[src/rtl/debounce_bank.sv]
// Bank of independent input debouncers: synchroniser, per-channel stability
// counter, registered debounced level plus one-cycle rise/fall/changed pulses.
module debounce_bank #(
  parameter int unsigned         CHANNELS     = 8,
  parameter int unsigned         COUNTER_BITS = 4,
  parameter int unsigned         MAX          = 4'hF,
  parameter int unsigned         SYNC_STAGES  = 2,
  parameter logic [CHANNELS-1:0] INIT         = '0
) (
  input  logic                clk,
  input  logic                reset,
  input  logic [CHANNELS-1:0] in,
  output logic [CHANNELS-1:0] out,
  output logic [CHANNELS-1:0] rise,
  output logic [CHANNELS-1:0] fall,
  output logic                changed
);

  if (CHANNELS < 1 || CHANNELS > 32) begin : gen_bad_channels
    $error("debounce_bank: CHANNELS must be in 1..32");
  end
  if (COUNTER_BITS < 1 || COUNTER_BITS > 31) begin : gen_bad_counter_bits
    $error("debounce_bank: COUNTER_BITS must be in 1..31");
  end
  if (MAX > (2 ** COUNTER_BITS) - 1) begin : gen_bad_max
    $error("debounce_bank: MAX does not fit in COUNTER_BITS");
  end
  if (SYNC_STAGES < 1 || SYNC_STAGES > 4) begin : gen_bad_sync_stages
    $error("debounce_bank: SYNC_STAGES must be in 1..4");
  end

  localparam logic [COUNTER_BITS-1:0] MaxCnt = COUNTER_BITS'(MAX);

  logic [CHANNELS-1:0]     sync_q [SYNC_STAGES];
  logic [CHANNELS-1:0]     sync;
  logic [CHANNELS-1:0]     prev_q, prev_d;
  logic [CHANNELS-1:0]     out_q, out_d;
  logic [CHANNELS-1:0]     rise_q, rise_d;
  logic [CHANNELS-1:0]     fall_q, fall_d;
  logic                    changed_q, changed_d;
  logic [COUNTER_BITS-1:0] cnt_q [CHANNELS];
  logic [COUNTER_BITS-1:0] cnt_d [CHANNELS];

  assign sync = sync_q[SYNC_STAGES-1];

  always_ff @(posedge clk) begin
    if (reset) begin
      for (int s = 0; s < int'(SYNC_STAGES); s++) begin
        sync_q[s] <= INIT;
      end
    end else begin
      sync_q[0] <= in;
      for (int s = 1; s < int'(SYNC_STAGES); s++) begin
        sync_q[s] <= sync_q[s-1];
      end
    end
  end

  // A level is accepted only after it has matched prev for MAX further edges.
  always_comb begin
    prev_d = prev_q;
    out_d  = out_q;
    for (int i = 0; i < int'(CHANNELS); i++) begin
      cnt_d[i] = cnt_q[i];
      if (sync[i] != prev_q[i]) begin
        prev_d[i] = sync[i];
        cnt_d[i]  = '0;
      end else if (cnt_q[i] != MaxCnt) begin
        cnt_d[i] = cnt_q[i] + COUNTER_BITS'(1);
      end else begin
        out_d[i] = prev_q[i];
      end
    end
    rise_d    = out_d & ~out_q;
    fall_d    = ~out_d & out_q;
    changed_d = |(rise_d | fall_d);
  end

  always_ff @(posedge clk) begin
    if (reset) begin
      prev_q    <= INIT;
      out_q     <= INIT;
      rise_q    <= '0;
      fall_q    <= '0;
      changed_q <= 1'b0;
      for (int i = 0; i < int'(CHANNELS); i++) begin
        cnt_q[i] <= '0;
      end
    end else begin
      prev_q    <= prev_d;
      out_q     <= out_d;
      rise_q    <= rise_d;
      fall_q    <= fall_d;
      changed_q <= changed_d;
      for (int i = 0; i < int'(CHANNELS); i++) begin
        cnt_q[i] <= cnt_d[i];
      end
    end
  end

  assign out     = out_q;
  assign rise    = rise_q;
  assign fall    = fall_q;
  assign changed = changed_q;

endmodule

[config.mk]
export PLATFORM = sky130hd
export DESIGN_NAME = debounce_bank
export DESIGN_NICKNAME = d
export VERILOG_FILES = /design/src/rtl/debounce_bank.sv
export SDC_FILE = /design/constraint.sdc
export NUM_CORES = 1
export LEC_CHECK = 0
export ABC_AREA = 1
export BUFFER_PORTS_ARGS = -buffer_cell sky130_fd_sc_hd__buf_2
export CORE_MARGIN = 10
export CORE_UTILIZATION = 52
export DETAILED_ROUTE_END_ITERATION = 10
export GPL_ROUTABILITY_DRIVEN = 0
export GPL_TIMING_DRIVEN = 0
export PLACE_DENSITY = 0.71
export SETUP_SLACK_MARGIN = 0.3
export SYNTH_ARGS = -nofsm -noshare
export SYNTH_HDL_FRONTEND = slang
export SYNTH_SLANG_ARGS = --single-unit
[constraint.sdc]
create_clock -name clk -period 1.7 [get_ports clk]
set_clock_uncertainty 0.1 [all_clocks]
set_input_delay 0.34 -clock clk [delete_from_list [all_inputs] [get_ports clk]]
set_output_delay 0.34 -clock clk [all_outputs]
set_load 0.03 [all_outputs]
-- Word-level counts from Yosys, hierarchy flattened
Memories as Yosys holds them, arrays and structs flattened.
Cells that the tools add are included.
- register bits after elaboration: 33
- RAM bits: 48
- bits of input ports: 10
- output and inout port bits: 25
- memories: 2
- add/sub/neg operators: 8
- eq/ne operators: 16
- muxes and demuxes: 45
- bitwise logic cells: 15
- reduce and logical (&&, ||, !) cells: 1
- memory list (name ; depth ; bits a word ; read ports ; clocked after memory_dff ; wr ports ; line ; RTL):
    cnt_q ; 8 ; 4 ; 8 ; 0 ; 8 ; 41 ; logic [COUNTER_BITS-1:0] cnt_q [CHANNELS];
    sync_q ; 2 ; 8 ; 2 ; 0 ; 2 ; 34 ; logic [CHANNELS-1:0] sync_q [SYNC_STAGES];
- operators with widths (cell ; number):
    $mux 4 ; 24
    $add 4x1->4 const B ; 8
    $ne 4x4->1 const B ; 8
    $mux 1 ; 19
    $and 8x8->8 ; 2
    $mux 8 ; 2
    $not 8->8 ; 2
    $or 1x1->1 ; 10
    $ne 1x1->1 ; 8
    $or 8x8->8 ; 1
    $reduce_or 8->1 ; 1

-- Logic depth before layout (Yosys ltp)
- depth after elaboration: 7
- gate-level depth with buffers: 10
- depth with buffers taken out: 10

-- Least setup slack after synthesis
No wires, ideal clock.
- path kind: flip-flop to flip-flop
- start point: mem cnt_q[3][0], in the netlist cnt_q[0][12]
- end point: reg changed_q, in the netlist changed
- setup time: 0.117 ns
- arrival: 1.438 ns
- data required time: 1.483 ns
- setup slack: 0.045 ns
- stages on the path, launching flop included: 11
- buffers on the path: 0
- path through: dfxtp_1 -> ha_1 -> inv_4 -> nor2_4 -> nand2_2 -> nand2_2 -> nand2_2 -> ha_1 -> nand4_1 -> nor2_1 -> nor2_1
- RTL lines (item ; line ; RTL):
    start, declared ; 41 ;
    end signal, assigned ; 94 ; changed_q <= changed_d;
    end, declared ; 40 ; logic changed_q, changed_d;

==> flow_metrics.env <==
export IMPL_power_frac_clock_pct=38.5
export IMPL_dpl_worst_slack_ns=-0.0550
export IMPL_hpwl_um=4700
export IMPL_grt_pass1_vias=2638
export IMPL_powerDensity_nw_per_um2=800
export IMPL_root_buffer="clkbuf_8"
export IMPL_avgViaCountPerCell=4.72
export IMPL_worstMarginPinSlew_ns=0.277
export IMPL_cp_max_fo=3
export IMPL_cp_required_ns=1.84
export IMPL_p_sw_share_pct=23.6
export IMPL_path_class="register to register"
export IMPL_cp_cell_sequence="ha_4, nand2_4, nor2_4, nand2_1, nand2_2, nand2_2, ha_4, nand4_1, nor2_1, nor2_1"
export IMPL_placed_area_um2=3870
export IMPL_p_leak_uw=0.00204
export IMPL_remaining_drc_errors=0
export IMPL_slowest_delay_ns=0.36
export IMPL_p_comb_share_pct=8.2
export IMPL_final_common_cell="nand2_1"
export IMPL_max_clock_freq_ghz=0.587
export IMPL_p_switching_uw=904
export IMPL_internal_power_uw=2930
export IMPL_ys_warn_count=0
export IMPL_syn_cell_area_um2=3480
export IMPL_gr_usage_all_layers_pct=14.0
export IMPL_vias=2919
export IMPL_fin_ws_ns=-0.00321
export IMPL_wl_um=7460
export IMPL_antenna_cells=0
export IMPL_grt_pass1_wl_um=11700
export IMPL_fin_crit_ns=1.70
export IMPL_setup_tns_ns=-0.00321
export IMPL_synth_largest_area_cell="dfxtp_1"
export IMPL_h_tree_depth=3
export IMPL_pwr_share_seq_pct=53.3
export IMPL_r2r_end="changed"
export IMPL_fin_crit_sh_pct=100
export IMPL_critPathCaptureType="register"
export IMPL_maxCapViolations=0
export IMPL_rows=29
export IMPL_maxSlewViolCount=0
export IMPL_violations="setup timing"
export IMPL_initial_core_util_pct=54.1
export IMPL_path_clk_slew_ns=0.08
export IMPL_hold_viol_final=0
export IMPL_drive_above_1_share_pct=40.2
export IMPL_critPathSlowestCell="dfxtp_4"
export IMPL_fin_total_pwr_uw=3830
export IMPL_antenna_found_initial=0
export IMPL_dieArea_um2=10400
export IMPL_io_pins=35
export IMPL_final_cell_area_um2=4790
export IMPL_die_y_um=102
export IMPL_crit_arrival_ns=1.84
export IMPL_synth_cell_types=25
export IMPL_cts_buffer_depth=2
export IMPL_reg2reg_depth=10
export IMPL_numPortBuffers=33
export IMPL_cp_start_kind="register"
export IMPL_clk_latency_ns=0.35
export IMPL_cts_tree="built"
export IMPL_syn_to_final_growth_pct=37.8
export IMPL_status="finished with violations"
export IMPL_timing_rr_start="cnt_q[1][8]"
export IMPL_fin_nets=571
export IMPL_netlist_instances=442
export IMPL_grt_setup_unrepaired="yes"
export IMPL_r2r_setup_slack_ns=-0.003
export IMPL_cts_sinks=81
export IMPL_hp_class="primary input to register"
export IMPL_synthesis_nets=476
export IMPL_grt_overflow_total=0
export IMPL_nFillCells=440
export IMPL_dr_first_iter_drc_count=95
export IMPL_min_from="in[4]"
export IMPL_synthTopCellsByArea="dfxtp_1, nand2_1, inv_1"
export IMPL_final_cell_mix="nand2_1, inv_1, nor2_1, buf_4, dfxtp_1"
export IMPL_grt_max_degree=13
export IMPL_min_path_cells=3
export IMPL_synth_avg_cell_area_um2=7.87
export IMPL_routedWlPerCell_um=12.1
export IMPL_cts_made_buffers=9
export IMPL_die_x_um=102
export IMPL_setup_viol=1
export IMPL_peakVddDrop_mv=0.562
export IMPL_synth_seq_cells=81
export IMPL_min_to="sync_q[0][4]"
export IMPL_firstDrtPassIters=6
export IMPL_postRouteAntennaNets=0
export IMPL_core_um2=6420
export IMPL_netlist_area_leader_share_pct=46.6
export IMPL_max_slew_margin_pct=81.5
export IMPL_ys_seq_area_share_pct=46.6
layer usage:
metal	up-vias	track usage (%)	share of wire (%)
li1	1524	-	-
met1	1336	16.2	46
met2	49	23.8	49
met5	-	0	0
met3	10	3.47	4.2
met4	0	6.71	1.4
layout make-up:
cell class,count,area (µm²),area share [%]
inverters,88,343,7.15
multi-input cells,266,1830,38.2
repair buffers,84,579,12.1
well taps,77,96.3,2.01
plain buffers,7,50.0,1.04
flip-flops and latches,81,1690,35.2
clock inverters,2,35.0,0.731
clock buffers,14,173,3.60
logic make-up after synthesis:
family,synth area share [%]
and+or+nand+nor,26.2
buffers and inverters,11.0
DFF,46.6
AOI/OAI and AO/OA,5.00
adders and majority gates,8.64
xor gates and xnor gates,2.52
synth_stat cells:
cell      instances
ha_1             24
nand4_1           3
nor2_1           64
nand2_1          86
nand3_4           2
inv_4             1
nand3_1          19
o21bai_1          2
buf_4             1
o21ai_0           2
nand2_2           4
or2_2             3
inv_2             4
buf_2             4
nor3_2            2
buf_6             2
xnor2_1          10
a21oi_2           1
nor2_2            1
inv_1            83
nor2_4            7
dfxtp_1          81
nor3_1            6
nand3_2           2
a21oi_1          28
sequential cells by signal, summed over array words and instances (netlist names):
register  count
changed       1
cnt_q        32
fall          8
out           8
prev_q        8
rise          8
sync_q       16
what timing repair did:
item / in CTS / in global routing
hold buffers: 0 / 0
endpoints found under the hold margin: 0 / 0
pin swaps: 15 / 25
setup buffers: 25 / 26
setup endpoints to repair: 23 / 24
resized for setup: 30 / 71
worst max path at each step:
stage | slack, ns | to | start | cells past startpoint
6_report | -0.003 | changed | cnt_q[1][8] | 10
5_1_grt | -0.15 | changed | cnt_q[1][13] | 10
4_1_cts | 0.04 | changed | cnt_q[1][12] | 10
3_5_place_dp | -0.06 | changed | cnt_q[1][1] | 10
3_3_place_gp | -0.02 | changed | cnt_q[1][1] | 10
2_1_floorplan | 0.16 | changed | cnt_q[1][5] | 10
per-stage QoR:
| stage | instances | utilization [%] | hold slack, ns |
|---|---|---|---|
| 6_report | 619 | 74.6 | 0.0930 |
| 5_1_grt | 619 | 74.6 | 0.0966 |
| 4_1_cts | 593 | 68.1 | 0.0796 |
| 3_5_place_dp | 552 | 60.3 | 0.295 |
| 3_3_place_gp | 552 | 60.3 | 0.290 |
| 2_1_floorplan | 442 | - | 0.288 |
worst max-delay path, delay by kind of cell, from the launching register on:
family	cells	cell delay [ns]
AND/OR/NAND/NOR	8	0.71
adder cells (fa/ha/maj)	2	0.41
flip-flops	1	0.36
power by group through the flow:
stage                     combinational, µW  sequential, µW  clock [µW]
after global routing                    359            2050        1570
final                                   316            2040        1470
after detailed placement                242            2100           0
after global placement                  232            2100           0
after floorplan                         191            2090           0
after CTS                               292            2040        1480
(Power assumes the default switching activity.)
